`config.mk`:
```
export PLATFORM = sky130hd
export DESIGN_NAME = frog_ctrl_flat
export DESIGN_NICKNAME = d
export VERILOG_FILES = /design/src/rtl/frogger_pkg.sv /design/src/rtl/frog_ctrl_if.sv /design/src/rtl/frog_ctrl_btn_edge.sv /design/src/rtl/frog_ctrl.sv /design/src/flat_wrapper.sv
export SDC_FILE = /design/constraint.sdc
export NUM_CORES = 1
export LEC_CHECK = 0
export BUFFER_PORTS_ARGS = -buffer_cell sky130_fd_sc_hd__buf_4
export CAP_MARGIN = 20
export CELL_PAD_IN_SITES_DETAIL_PLACEMENT = 1
export CELL_PAD_IN_SITES_GLOBAL_PLACEMENT = 2
export CORE_ASPECT_RATIO = 1.1
export CORE_MARGIN = 2
export CORE_UTILIZATION = 35
export DETAILED_ROUTE_END_ITERATION = 16
export GPL_TIMING_DRIVEN = 0
export HOLD_SLACK_MARGIN = 0.15
export PLACE_DENSITY = 0.8
export SYNTH_ARGS = -nofsm -noshare
export SYNTH_HDL_FRONTEND = slang
export SYNTH_SLANG_ARGS = --single-unit
```
`constraint.sdc`:
```
create_clock -name clk -period 3.7 [get_ports clk]
set_clock_uncertainty 0.15 [all_clocks]
set_input_delay 0.37 -clock clk [delete_from_list [all_inputs] [get_ports clk]]
set_output_delay 0.37 -clock clk [all_outputs]
set_load 0.03 [all_outputs]
```
`src/rtl/frogger_pkg.sv`:
```
// frogger_pkg: shared types and playfield geometry for the frog logic.
// Exports facing_t (also used by the frog sprite generator), frog_state_t,
// screen-size constants and two helpers that work out hop legality and the
// position after a hop.
package frogger_pkg;

    localparam int SCREEN_W    = 640;
    localparam int SCREEN_H    = 480;
    localparam int FROG_SIZE   = 32;
    localparam int STEP        = 32;
    localparam int HOP_FRAMES  = 4;
    localparam int HOP_INC     = STEP / HOP_FRAMES;
    localparam int X_MIN       = 0;
    localparam int X_MAX       = SCREEN_W - FROG_SIZE;
    localparam int Y_MIN       = 0;
    localparam int Y_MAX       = SCREEN_H - FROG_SIZE;
    localparam int START_X     = 304;
    localparam int START_Y     = 448;
    localparam int DEAD_FRAMES = 60;

    typedef enum logic [1:0] {
        UP    = 2'b00,
        RIGHT = 2'b01,
        DOWN  = 2'b10,
        LEFT  = 2'b11
    } facing_t;

    typedef enum logic [1:0] {
        ST_IDLE,
        ST_HOP,
        ST_DEAD,
        ST_GAME_OVER
    } frog_state_t;

    // A whole STEP has to fit inside the bounds. The comparison is done in
    // 11 bits and rearranged so that no subtraction can wrap below zero.
    function automatic logic move_legal(logic [9:0] x, logic [9:0] y, facing_t dir);
        logic [10:0] x11;
        logic [10:0] y11;
        logic        ok;
        x11 = {1'b0, x};
        y11 = {1'b0, y};
        case (dir)
            UP:      ok = (y11 >= 11'(Y_MIN + STEP));
            DOWN:    ok = (y11 + 11'(STEP) <= 11'(Y_MAX));
            LEFT:    ok = (x11 >= 11'(X_MIN + STEP));
            default: ok = (x11 + 11'(STEP) <= 11'(X_MAX));
        endcase
        return ok;
    endfunction

    // Returns {x, y} after moving amt pixels toward dir.
    function automatic logic [19:0] move_xy(logic [9:0] x, logic [9:0] y, facing_t dir,
                                            logic [9:0] amt);
        logic [9:0] nx;
        logic [9:0] ny;
        nx = x;
        ny = y;
        case (dir)
            UP:      ny = y - amt;
            DOWN:    ny = y + amt;
            LEFT:    nx = x - amt;
            default: nx = x + amt;
        endcase
        return {nx, ny};
    endfunction

endpackage

```
`src/rtl/frog_ctrl_if.sv`:
```
// frog_ctrl_if: frog controller bus.
//   Inputs to the controller: tick (frame pulse), btn_up/down/left/right
//   (synchronized levels), kill (collision pulse).
//   Outputs from the controller: frog_x, frog_y, facing, hopping, dead,
//   lives, game_over.
// master = stimulus/collision side, slave = the controller.
interface frog_ctrl_if;
    logic       tick;
    logic       btn_up;
    logic       btn_down;
    logic       btn_left;
    logic       btn_right;
    logic       kill;
    logic [9:0] frog_x;
    logic [9:0] frog_y;
    logic [1:0] facing;
    logic       hopping;
    logic       dead;
    logic [1:0] lives;
    logic       game_over;

    modport master (
        output tick, btn_up, btn_down, btn_left, btn_right, kill,
        input  frog_x, frog_y, facing, hopping, dead, lives, game_over
    );

    modport slave (
        input  tick, btn_up, btn_down, btn_left, btn_right, kill,
        output frog_x, frog_y, facing, hopping, dead, lives, game_over
    );
endinterface

```
`src/rtl/frog_ctrl_btn_edge.sv`:
```
// btn_edge: rising-edge detector for one synchronized button level.
//   clk, rst_n : clock, synchronous active-low reset
//   btn        : button level
//   rise       : high for the one cycle in which btn is high and was low on
//                the previous cycle
module btn_edge (
    input  logic clk,
    input  logic rst_n,
    input  logic btn,
    output logic rise
);
    logic prev;

    always_ff @(posedge clk) begin
        if (!rst_n) prev <= 1'b0;
        else        prev <= btn;
    end

    assign rise = btn & ~prev;
endmodule

```
`src/rtl/frog_ctrl.sv`:
```
// frog_ctrl: frog movement controller. Button presses become hops that are
// applied on frame ticks, hops are rejected at the playfield edges, and
// collisions sequence death, respawn and the lives count.
//   clk, rst_n : clock, synchronous active-low reset
//   bus        : frog_ctrl_if.slave (tick, buttons, kill in;
//                frog_x/frog_y/facing/hopping/dead/lives/game_over out)
// Macro FROG_SMOOTH_HOP_EN: when defined, a hop is spread over HOP_FRAMES
// ticks. When undefined, the whole STEP is applied on the tick that accepts
// the hop and hopping is a one-cycle pulse.
//
// state        | meaning
// ST_IDLE      | waiting for a tick with a press pending
// ST_HOP       | mid-hop, one increment per tick (smooth build only)
// ST_DEAD      | frozen, counting ticks until respawn
// ST_GAME_OVER | out of lives, held until reset
module frog_ctrl
    import frogger_pkg::*;
(
    input  logic        clk,
    input  logic        rst_n,
    frog_ctrl_if.slave  bus
);
    localparam int DW = $clog2(DEAD_FRAMES + 1);

    logic        rise_up, rise_down, rise_left, rise_right;
    frog_state_t state_q, state_d;
    logic [9:0]  x_q, x_d, y_q, y_d;
    facing_t     face_q, face_d;
    logic        hop_q, hop_d, dead_q, dead_d, go_q, go_d;
    logic [1:0]  lives_q, lives_d;
    logic        pend_v_q, pend_v_d, pend_clr;
    facing_t     pend_dir_q, pend_dir_d;
    logic [DW-1:0] dead_cnt_q, dead_cnt_d;
`ifdef FROG_SMOOTH_HOP_EN
    localparam int HW = $clog2(HOP_FRAMES);
    logic [HW-1:0] hop_left_q, hop_left_d;
`endif

    btn_edge u_edge_up    (.clk(clk), .rst_n(rst_n), .btn(bus.btn_up),    .rise(rise_up));
    btn_edge u_edge_down  (.clk(clk), .rst_n(rst_n), .btn(bus.btn_down),  .rise(rise_down));
    btn_edge u_edge_left  (.clk(clk), .rst_n(rst_n), .btn(bus.btn_left),  .rise(rise_left));
    btn_edge u_edge_right (.clk(clk), .rst_n(rst_n), .btn(bus.btn_right), .rise(rise_right));

    always_ff @(posedge clk) begin
        if (!rst_n) begin
            state_q    <= ST_IDLE;
            x_q        <= 10'(START_X);
            y_q        <= 10'(START_Y);
            face_q     <= UP;
            hop_q      <= 1'b0;
            dead_q     <= 1'b0;
            go_q       <= 1'b0;
            lives_q    <= 2'd3;
            pend_v_q   <= 1'b0;
            pend_dir_q <= UP;
            dead_cnt_q <= '0;
`ifdef FROG_SMOOTH_HOP_EN
            hop_left_q <= '0;
`endif
        end else begin
            state_q    <= state_d;
            x_q        <= x_d;
            y_q        <= y_d;
            face_q     <= face_d;
            hop_q      <= hop_d;
            dead_q     <= dead_d;
            go_q       <= go_d;
            lives_q    <= lives_d;
            pend_v_q   <= pend_v_d;
            pend_dir_q <= pend_dir_d;
            dead_cnt_q <= dead_cnt_d;
`ifdef FROG_SMOOTH_HOP_EN
            hop_left_q <= hop_left_d;
`endif
        end
    end

    always_comb begin
        state_d    = state_q;
        x_d        = x_q;
        y_d        = y_q;
        face_d     = face_q;
        hop_d      = 1'b0;
        lives_d    = lives_q;
        dead_cnt_d = dead_cnt_q;
        pend_clr   = 1'b0;
`ifdef FROG_SMOOTH_HOP_EN
        hop_left_d = hop_left_q;
`endif

        case (state_q)
            ST_IDLE, ST_HOP: begin
                // kill beats a coincident tick: no movement on that frame
                if (bus.kill) begin
                    lives_d = lives_q - 2'd1;
                    if (lives_q == 2'd1) begin
                        state_d = ST_GAME_OVER;
                    end else begin
                        state_d    = ST_DEAD;
                        dead_cnt_d = DW'(DEAD_FRAMES);
                    end
                end else if (bus.tick) begin
                    if (state_q == ST_IDLE) begin
                        if (pend_v_q) begin
                            face_d   = pend_dir_q;
                            pend_clr = 1'b1;
                            if (move_legal(x_q, y_q, pend_dir_q)) begin
`ifdef FROG_SMOOTH_HOP_EN
                                {x_d, y_d} = move_xy(x_q, y_q, pend_dir_q, 10'(HOP_INC));
                                hop_left_d = HW'(HOP_FRAMES - 1);
                                state_d    = ST_HOP;
`else
                                {x_d, y_d} = move_xy(x_q, y_q, pend_dir_q, 10'(STEP));
                                hop_d      = 1'b1;
`endif
                            end
                        end
                    end else begin
`ifdef FROG_SMOOTH_HOP_EN
                        // pending press is left alone until the hop completes
                        {x_d, y_d} = move_xy(x_q, y_q, face_q, 10'(HOP_INC));
                        hop_left_d = hop_left_q - HW'(1);
                        if (hop_left_q == HW'(1)) state_d = ST_IDLE;
`endif
                    end
                end
            end
            ST_DEAD: begin
                if (bus.tick) begin
                    dead_cnt_d = dead_cnt_q - DW'(1);
                    if (dead_cnt_q == DW'(1)) begin
                        x_d      = 10'(START_X);
                        y_d      = 10'(START_Y);
                        face_d   = UP;
                        pend_clr = 1'b1;
                        state_d  = ST_IDLE;
                    end
                end
            end
            default: ;
        endcase

`ifdef FROG_SMOOTH_HOP_EN
        hop_d = (state_d == ST_HOP);
`endif
        dead_d = (state_d == ST_DEAD);
        go_d   = (state_d == ST_GAME_OVER);

        // a fresh edge always replaces the entry, even one consumed this cycle
        pend_v_d   = pend_v_q & ~pend_clr;
        pend_dir_d = pend_dir_q;
        if (rise_up | rise_down | rise_left | rise_right) begin
            pend_v_d   = 1'b1;
            pend_dir_d = rise_up ? UP : rise_down ? DOWN : rise_left ? LEFT : RIGHT;
        end
    end

    assign bus.frog_x    = x_q;
    assign bus.frog_y    = y_q;
    assign bus.facing    = face_q;
    assign bus.hopping   = hop_q;
    assign bus.dead      = dead_q;
    assign bus.lives     = lives_q;
    assign bus.game_over = go_q;
endmodule

```
`src/flat_wrapper.sv`:
```
// flat-port wrapper written by rule: the top's interface ports become plain ports
module frog_ctrl_flat import frogger_pkg::*;
  (clk, rst_n, bus_tick, bus_btn_up, bus_btn_down, bus_btn_left, bus_btn_right, bus_kill, bus_frog_x, bus_frog_y, bus_facing, bus_hopping, bus_dead, bus_lives, bus_game_over);
  frog_ctrl_if bus_i ();
  input  logic clk;
  input  logic rst_n;
  input wire logic [$bits(bus_i.tick)-1:0] bus_tick;
  input wire logic [$bits(bus_i.btn_up)-1:0] bus_btn_up;
  input wire logic [$bits(bus_i.btn_down)-1:0] bus_btn_down;
  input wire logic [$bits(bus_i.btn_left)-1:0] bus_btn_left;
  input wire logic [$bits(bus_i.btn_right)-1:0] bus_btn_right;
  input wire logic [$bits(bus_i.kill)-1:0] bus_kill;
  output wire logic [$bits(bus_i.frog_x)-1:0] bus_frog_x;
  output wire logic [$bits(bus_i.frog_y)-1:0] bus_frog_y;
  output wire logic [$bits(bus_i.facing)-1:0] bus_facing;
  output wire logic [$bits(bus_i.hopping)-1:0] bus_hopping;
  output wire logic [$bits(bus_i.dead)-1:0] bus_dead;
  output wire logic [$bits(bus_i.lives)-1:0] bus_lives;
  output wire logic [$bits(bus_i.game_over)-1:0] bus_game_over;
  assign bus_i.tick = bus_tick;
  assign bus_i.btn_up = bus_btn_up;
  assign bus_i.btn_down = bus_btn_down;
  assign bus_i.btn_left = bus_btn_left;
  assign bus_i.btn_right = bus_btn_right;
  assign bus_i.kill = bus_kill;
  assign bus_frog_x = bus_i.frog_x;
  assign bus_frog_y = bus_i.frog_y;
  assign bus_facing = bus_i.facing;
  assign bus_hopping = bus_i.hopping;
  assign bus_dead = bus_i.dead;
  assign bus_lives = bus_i.lives;
  assign bus_game_over = bus_i.game_over;
  frog_ctrl u_core (.clk(clk), .rst_n(rst_n), .bus(bus_i));
endmodule
```
==> Yosys cells after proc, flatten, opt, wreduce, memory -nomap -nowiden <==
Cells that the tools add are included.
{ "word_totals": {"register_bits": 42, "inputBits": 8, "ramBits": 0, "rom_bits": 0, "output_inout_bits": 27, "latch_bits": 0, "memories": 0, "elab_cells": 127} }
{ "classes": {"order_cmp": 4, "n_eq_ne": 19, "n_div": 0, "n_bitwise": 18, "mux": 52, "addsub": 8, "n_shift": 0, "mul": 0, "reduce_logical": 11} }
{ "op_table": {"columns": ["op", "count"], "rows": [
  ["10-bit 2-to-1 mux", 14],
  ["10-bit case mux with 2 select lines", 4],
  ["2-bit 2-to-1 mux", 12],
  ["10-bit by 6-bit adder with 11-bit output (second input constant)", 2],
  ["10-bit by 6-bit adder with 10-bit output (second input constant)", 2],
  ["10-bit by 6-bit greater-or-equal comparator with 1-bit output (second input constant)", 2],
  ["10-bit by 6-bit subtractor with 10-bit output (second input constant)", 2],
  ["6-bit 2-to-1 mux", 3],
  ["9-bit AND reduction", 2],
  ["1-bit 2-to-1 mux", 14],
  ["2-bit inequality test (second input constant)", 6],
  ["6-bit case mux with 2 select lines", 1],
  ["11-bit by 10-bit less-or-equal comparator with 1-bit output (second input constant)", 1],
  ["11-bit by 9-bit less-or-equal comparator with 1-bit output (second input constant)", 1],
  ["2-bit == test (second input constant)", 5],
  ["1-bit inverter", 10],
  ["2-bit by 1-bit inequality test with 1-bit output (second input constant)", 4],
  ["2-bit case mux with 2 select lines", 2],
  ["7-bit AND reduction", 1],
  ["6-bit by 1-bit == test with 1-bit output (second input constant)", 1],
  ["6-bit OR reduction", 1],
  ["6-bit by 1-bit subtractor with 6-bit output (second input constant)", 1],
  ["1-bit AND", 5],
  ["2-bit by 1-bit == test with 1-bit output (second input constant)", 2],
  ["10 further kinds", 14]
]} }

==> Longest topological paths before layout <==
{ "depth": {"word_depth": 14, "ltp_mapped": 9, "mapped_depth_nobuf": 9} }

==> By module <==
From an unflattened synthesis, not the netlist that was laid out.
{ "hier_totals": {"hier_cells": 233, "hier_area_um2": 1985.7} }
{ "modules_own_cells": {"columns": ["mod", "seq_area_each_um2", "area_per_inst_um2", "cells_each", "n_inst"], "rows": [
  ["frog_ctrl", 580.6, 1825.5, 221, 1],
  ["btn_edge", 20.0, 40.0, 3, 4]
]} }

==> Worst setup path after synthesis <==
Ideal clock, no wire load.
{ "synth_path": {"kind": "register to register", "from": "register u_core.x_q[5], in the netlist u_core.bus.frog_x[5]", "to": "register u_core.x_q[8], in the netlist u_core.bus.frog_x[8]", "arrival_time_ns": 2.141, "setup_time_ns": 0.133, "required_time_ns": 3.417, "n_path_buf": 0, "path_slack_ns": 1.276, "stages_incl_launch_ff": 10, "synth_period_minus_slack_ns": 2.424, "path_cell_list": "dfxtp_1 inv_1 ha_1 nand2b_1 or4_1 nand2_1 a2111o_1 nand2_2 nor4b_2 o21ai_1"} }
{ "synth_between": {"elab_chain_cells": 10, "elab_cells_between_ends": 20, "classes_between": "add/sub: 3; order compare: 2; eq/ne: 1; mux: 13; reduce/logical: 1"} }
{ "synth_lines": {"columns": ["item", "line", "text"], "rows": [
  ["start, declared", "frog_ctrl.sv:27", "logic [9:0] x_q, x_d, y_q, y_d;"],
  ["start signal, assigned", "frog_ctrl.sv:47", "x_q <= 10'(START_X);"],
  ["10-bit by 6-bit adder with 11-bit output", "frogger_pkg.sv:47", "default: ok = (x11 + 11'(STEP) <= 11'(X_MAX));"],
  ["11-bit by 10-bit less-or-equal comparator with 1-bit output", "frogger_pkg.sv:47", null],
  ["1-bit case mux with 3 select lines", "frogger_pkg.sv:43", "case (dir)"],
  ["1-bit 2-to-1 mux", "frog_ctrl.sv:104", "if (pend_v_q) begin"],
  ["1-bit 2-to-1 mux", "frog_ctrl.sv:103", "if (state_q == ST_IDLE) begin"],
  ["1-bit 2-to-1 mux", "frog_ctrl.sv:102", "end else if (bus.tick) begin"],
  ["1-bit 2-to-1 mux", "frog_ctrl.sv:94", "if (bus.kill) begin"],
  ["1-bit 2-to-1 mux", "frog_ctrl.sv:91", "case (state_q)"],
  ["2-bit by 1-bit inequality test with 1-bit output (no line)", null, null],
  ["9-bit AND reduction (no line)", null, null]
]} }
Several ways; a longest one is shown, not always the timed one. The select of a mux whose other input is x is not followed.
A chain may end at the register's enable or synchronous reset.

==> Final worst setup path <==
Same ends and word-level chain as after synthesis.

==> impl_metrics.prom <==
# TYPE chip_impl_metric gauge
chip_impl_metric{name="grt_pass1_wl",unit="um"} 8890
chip_impl_metric{name="netlist.area_leader.share",unit="%"} 32.7
chip_impl_metric{name="antenna_found_initial",unit=""} 0
chip_impl_info{name="ys_top_cells_by_count",value="dfxtp_1, nand2_1, a21oi_1"} 1
chip_impl_metric{name="p_per_area",unit="nW/um^2"} 369
chip_impl_metric{name="placed_standard_cell_area",unit="sq um"} 2330
chip_impl_info{name="top_layer_used",value="met4"} 1
chip_impl_metric{name="worst_ir_drop_vdd",unit="V"} 0.000217
chip_impl_metric{name="report.final.hold_viol_count",unit=""} 0
chip_impl_metric{name="syn-instance-count",unit=""} 242
chip_impl_metric{name="final_net_count",unit=""} 301
chip_impl_metric{name="post_route_cells_drive_above_1_share",unit="%"} 21.5
chip_impl_metric{name="sequential_cell_area_fraction_in_the_yosys_report",unit="%"} 32.7
chip_impl_metric{name="drv_slew",unit=""} 0
chip_impl_info{name="synth_ff_type",value="dfxtp_1"} 1
chip_impl_metric{name="max_cap_violations",unit=""} 0
chip_impl_info{name="main_combinational_cell_family_by_area_after_synthesis",value="simple AND/OR/NAND/NOR gates"} 1
chip_impl_metric{name="number_of_warning_messages_in_the_yosys_log",unit=""} 0
chip_impl_metric{name="via_count",unit=""} 1853
chip_impl_info{name="grt_setup_unrepaired",value="no"} 1
chip_impl_metric{name="clock_sinks",unit=""} 33
chip_impl_metric{name="finalWorstSetupSlack",unit="ps"} 1170
chip_impl_metric{name="synth_compound_area_share",unit="%"} 19.5
chip_impl_metric{name="antenna_cells_inserted",unit=""} 0
chip_impl_metric{name="route.detailed.wl_per_inst",unit="um"} 14.4
chip_impl_metric{name="synth.lib_cells_used.distinct",unit=""} 57
chip_impl_metric{name="die_h",unit="um"} 83.7
chip_impl_metric{name="cts_setup_buffers",unit=""} 0
chip_impl_metric{name="number_of_top_level_pins",unit=""} 35
chip_impl_metric{name="route.detailed.drc",unit=""} 0
chip_impl_metric{name="worst-path-max-fanout",unit=""} 10
chip_impl_info{name="status",value="finished, final reports clean"} 1
chip_impl_metric{name="fp.coreArea",unit="sq um"} 5660
chip_impl_metric{name="design_power_total",unit="mW"} 0.909
chip_impl_info{name="yosysMostFrequentCell",value="dfxtp_1"} 1
chip_impl_metric{name="cts.hold.buffers_added",unit=""} 1
chip_impl_metric{name="initial_core_util",unit="%"} 35.7
chip_impl_metric{name="worst-endpoint-required",unit="ps"} 3710
chip_impl_metric{name="finalNonFillerCells",unit=""} 361
chip_impl_metric{name="clkSlewWorstSetupHoldPaths",unit="ps"} 80
chip_impl_metric{name="xor_xnor_share_of_the_synthesized_area",unit="%"} 3.47
chip_impl_info{name="synth_top_cells_by_area",value="dfxtp_1, ha_1, a21oi_1, nand2_1, buf_4"} 1
chip_impl_info{name="clock-root-buffer",value="clkbuf_8"} 1
chip_impl_metric{name="detail_route.wirelength",unit="um"} 5220
chip_impl_info{name="tritoncts",value="built"} 1
chip_impl_info{name="worst_path_dominant_cell_family",value="simple AND/OR/NAND/NOR gates"} 1
chip_impl_metric{name="synth_enable_flop_cells",unit=""} 0
chip_impl_info{name="worst_hold_path_type",value="input port to flop"} 1
chip_impl_metric{name="report.final.setup_viol",unit=""} 0
chip_impl_metric{name="detailed_routing_iterations_pass_1",unit=""} 4
chip_impl_metric{name="grt_use_total",unit="%"} 17.2
chip_impl_metric{name="timing.final.crit_period",unit="ps"} 2530
chip_impl_metric{name="die_area",unit="sq um"} 6390
chip_impl_metric{name="portion_of_the_clock_cycle_consumed_by_the_worst_path_in_the_final_layout",unit="%"} 68.4
chip_impl_info{name="cpMaxStageDelayCell",value="dfxtp_1"} 1
chip_impl_metric{name="placement_rows",unit=""} 29
chip_impl_info{name="setup.worst_path.start_class",value="flop"} 1
chip_impl_metric{name="worst_path_buffer_plus_inverter_count",unit=""} 1
chip_impl_metric{name="muxShareOfSynthArea",unit="%"} 0.743
chip_impl_info{name="setup.worst_path.class",value="flop to flop"} 1
chip_impl_metric{name="grt_max_degree",unit=""} 12
chip_impl_metric{name="synthArstFlopShare",unit="%"} 0
chip_impl_metric{name="cpPeakStageDelay",unit="ps"} 540
chip_impl_metric{name="gates_resized_cts_repair",unit=""} 0
chip_impl_metric{name="detailedPlace.worstSlack",unit="ps"} 1140
chip_impl_info{name="yosys.area.top_type",value="dfxtp_1"} 1
chip_impl_metric{name="wl_met2",unit="um"} 2630
chip_impl_metric{name="gpl.final_weighted_congestion",unit=""} 0.806
chip_impl_metric{name="syn_avg_cell_area",unit="sq um"} 8.34
chip_impl_metric{name="numCtsBuffers",unit=""} 5
chip_impl_info{name="crit_path_end_kind",value="flop"} 1
chip_impl_metric{name="fmax",unit="MHz"} 395
chip_impl_metric{name="synth_seq_cells",unit=""} 33
chip_impl_metric{name="worst_ep_arrival_time",unit="ps"} 2540
chip_impl_metric{name="worstSkewPairLatency",unit="ps"} 290
chip_impl_metric{name="synth_simple_gate_area_share",unit="%"} 29.7
chip_impl_metric{name="detailed_place_hpwl",unit="um"} 4000
chip_impl_metric{name="grt_overflow",unit=""} 0
chip_impl_metric{name="route.layer.met1.wl",unit="um"} 2410
chip_impl_metric{name="syn_area",unit="sq um"} 2020
chip_impl_info{name="crit_path_cell_trace",value="inv_1 > ha_1 > nand2b_1 > or4_1 > nand2_1 > a2111o_1 > nand2_2 > nor4b_2 > o21ai_1"} 1
chip_impl_metric{name="power_leakage",unit="nW"} 1.02
chip_impl_metric{name="antenna_violating_nets_post_route",unit=""} 0
chip_impl_metric{name="dieWidth",unit="um"} 76.4
chip_impl_metric{name="number_of_global_route_vias_before_repair",unit=""} 1845
chip_impl_metric{name="port_buffers",unit=""} 25
chip_impl_metric{name="timing.slew.headroom",unit="%"} 62.3
chip_impl_metric{name="final_design_utilization",unit="%"} 43.5
chip_impl_metric{name="ctsHtreeMaxLevel",unit=""} 2
chip_impl_metric{name="postLayoutCellArea",unit="sq um"} 2460
chip_impl_metric{name="clock_tree.buffer_depth",unit=""} 2
chip_impl_metric{name="number_of_drc_markers_in_iteration_0",unit=""} 58
chip_impl_metric{name="post_drt_via_cell_ratio",unit=""} 5.13
chip_impl_metric{name="fin_hold_ws",unit="ps"} 151
chip_impl_metric{name="wl_met3",unit="um"} 119
chip_impl_metric{name="placedCellCount",unit=""} 352
chip_impl_metric{name="setup_total_negative_slack",unit="ps"} 0
chip_impl_metric{name="area_growth",unit="%"} 22.0
chip_impl_metric{name="tightest_slew",unit="ps"} 566
chip_impl_metric{name="synth-adder-area-share",unit="%"} 6.20
[report_power, final]
group / leakage (nW) / internal (mW) / total [mW] / switching [mW]
clock: 0.0574 / 0.219 / 0.359 / 0.140
sequential: 0.271 / 0.375 / 0.396 / 0.0217
combinational: 0.688 / 0.0636 / 0.154 / 0.0903
[registers in the layout (all words and copies together), names as in the netlist]
register / count
u_core.bus.dead: 1
u_core.bus.facing: 2
u_core.bus.frog_x: 6
u_core.bus.frog_y: 5
u_core.bus.game_over: 1
u_core.bus.hopping: 1
u_core.bus.lives: 2
u_core.dead_cnt_q: 6
u_core.pend_dir_q: 2
u_core.pend_v_q: 1
u_core.state_q: 2
u_core.u_edge_down.prev: 1
u_core.u_edge_left.prev: 1
u_core.u_edge_right.prev: 1
u_core.u_edge_up.prev: 1
[cells in the final DEF (no fill, tap or decap), types with 6 or more instances in the layout]
cell and instances:
nor2_1 11, dfxtp_1 33, clkbuf_8 6, ha_1 10, buf_4 35, nand3_1 7
inv_1 9, conb_1 9, nand2_1 21, a21oi_1 19, o21ai_0 9, nand2b_1 9
nor2b_1 10, and2_1 9
[area by class of cell]
| cell class | count | area, sq um |
|---|---|---|
| Sequential cell | 33 | 661 |
| Fill cell | 731 | 3200 |
| Timing Repair Buffer | 26 | 198 |
| Buffer | 17 | 118 |
| Multi-Input combinational cell | 191 | 1240 |
| Tap cell | 77 | 96.3 |
| Clock inverter | 2 | 37.5 |
| Clock buffer | 6 | 82.6 |
| Inverter | 9 | 33.8 |
[kinds of logic after synthesis]
kind of cell	after synthesis
and+or+nand+nor	102
buffers and inverters	26
xor gates and xnor gates	8
DFF	33
adders and majority gates	10
muxes	1
other	1
AOI/OAI and AO/OA	61
[worst paths after layout]
path                            depth (start not counted)  slack [ps]                 endpoint                 start
worst max register to register                          9        1170     u_core.bus.frog_x[8]  u_core.bus.frog_x[5]
worst min register to register                          2         360     u_core.bus.frog_x[4]  u_core.bus.frog_x[4]
worst max-delay path                                    9        1170     u_core.bus.frog_x[8]  u_core.bus.frog_x[5]
worst min-delay path                                    2         150  u_core.u_edge_down.prev          bus_btn_down
[metal layers]
layer / GRT usage [%] / up-vias
met5: 0 / -
met4: 4.96 / 0
met3: 2.71 / 5
met2: 31.5 / 25
met1: 20.5 / 894
li1: - / 929
Note: power is estimated with default switching activity, not from simulation.
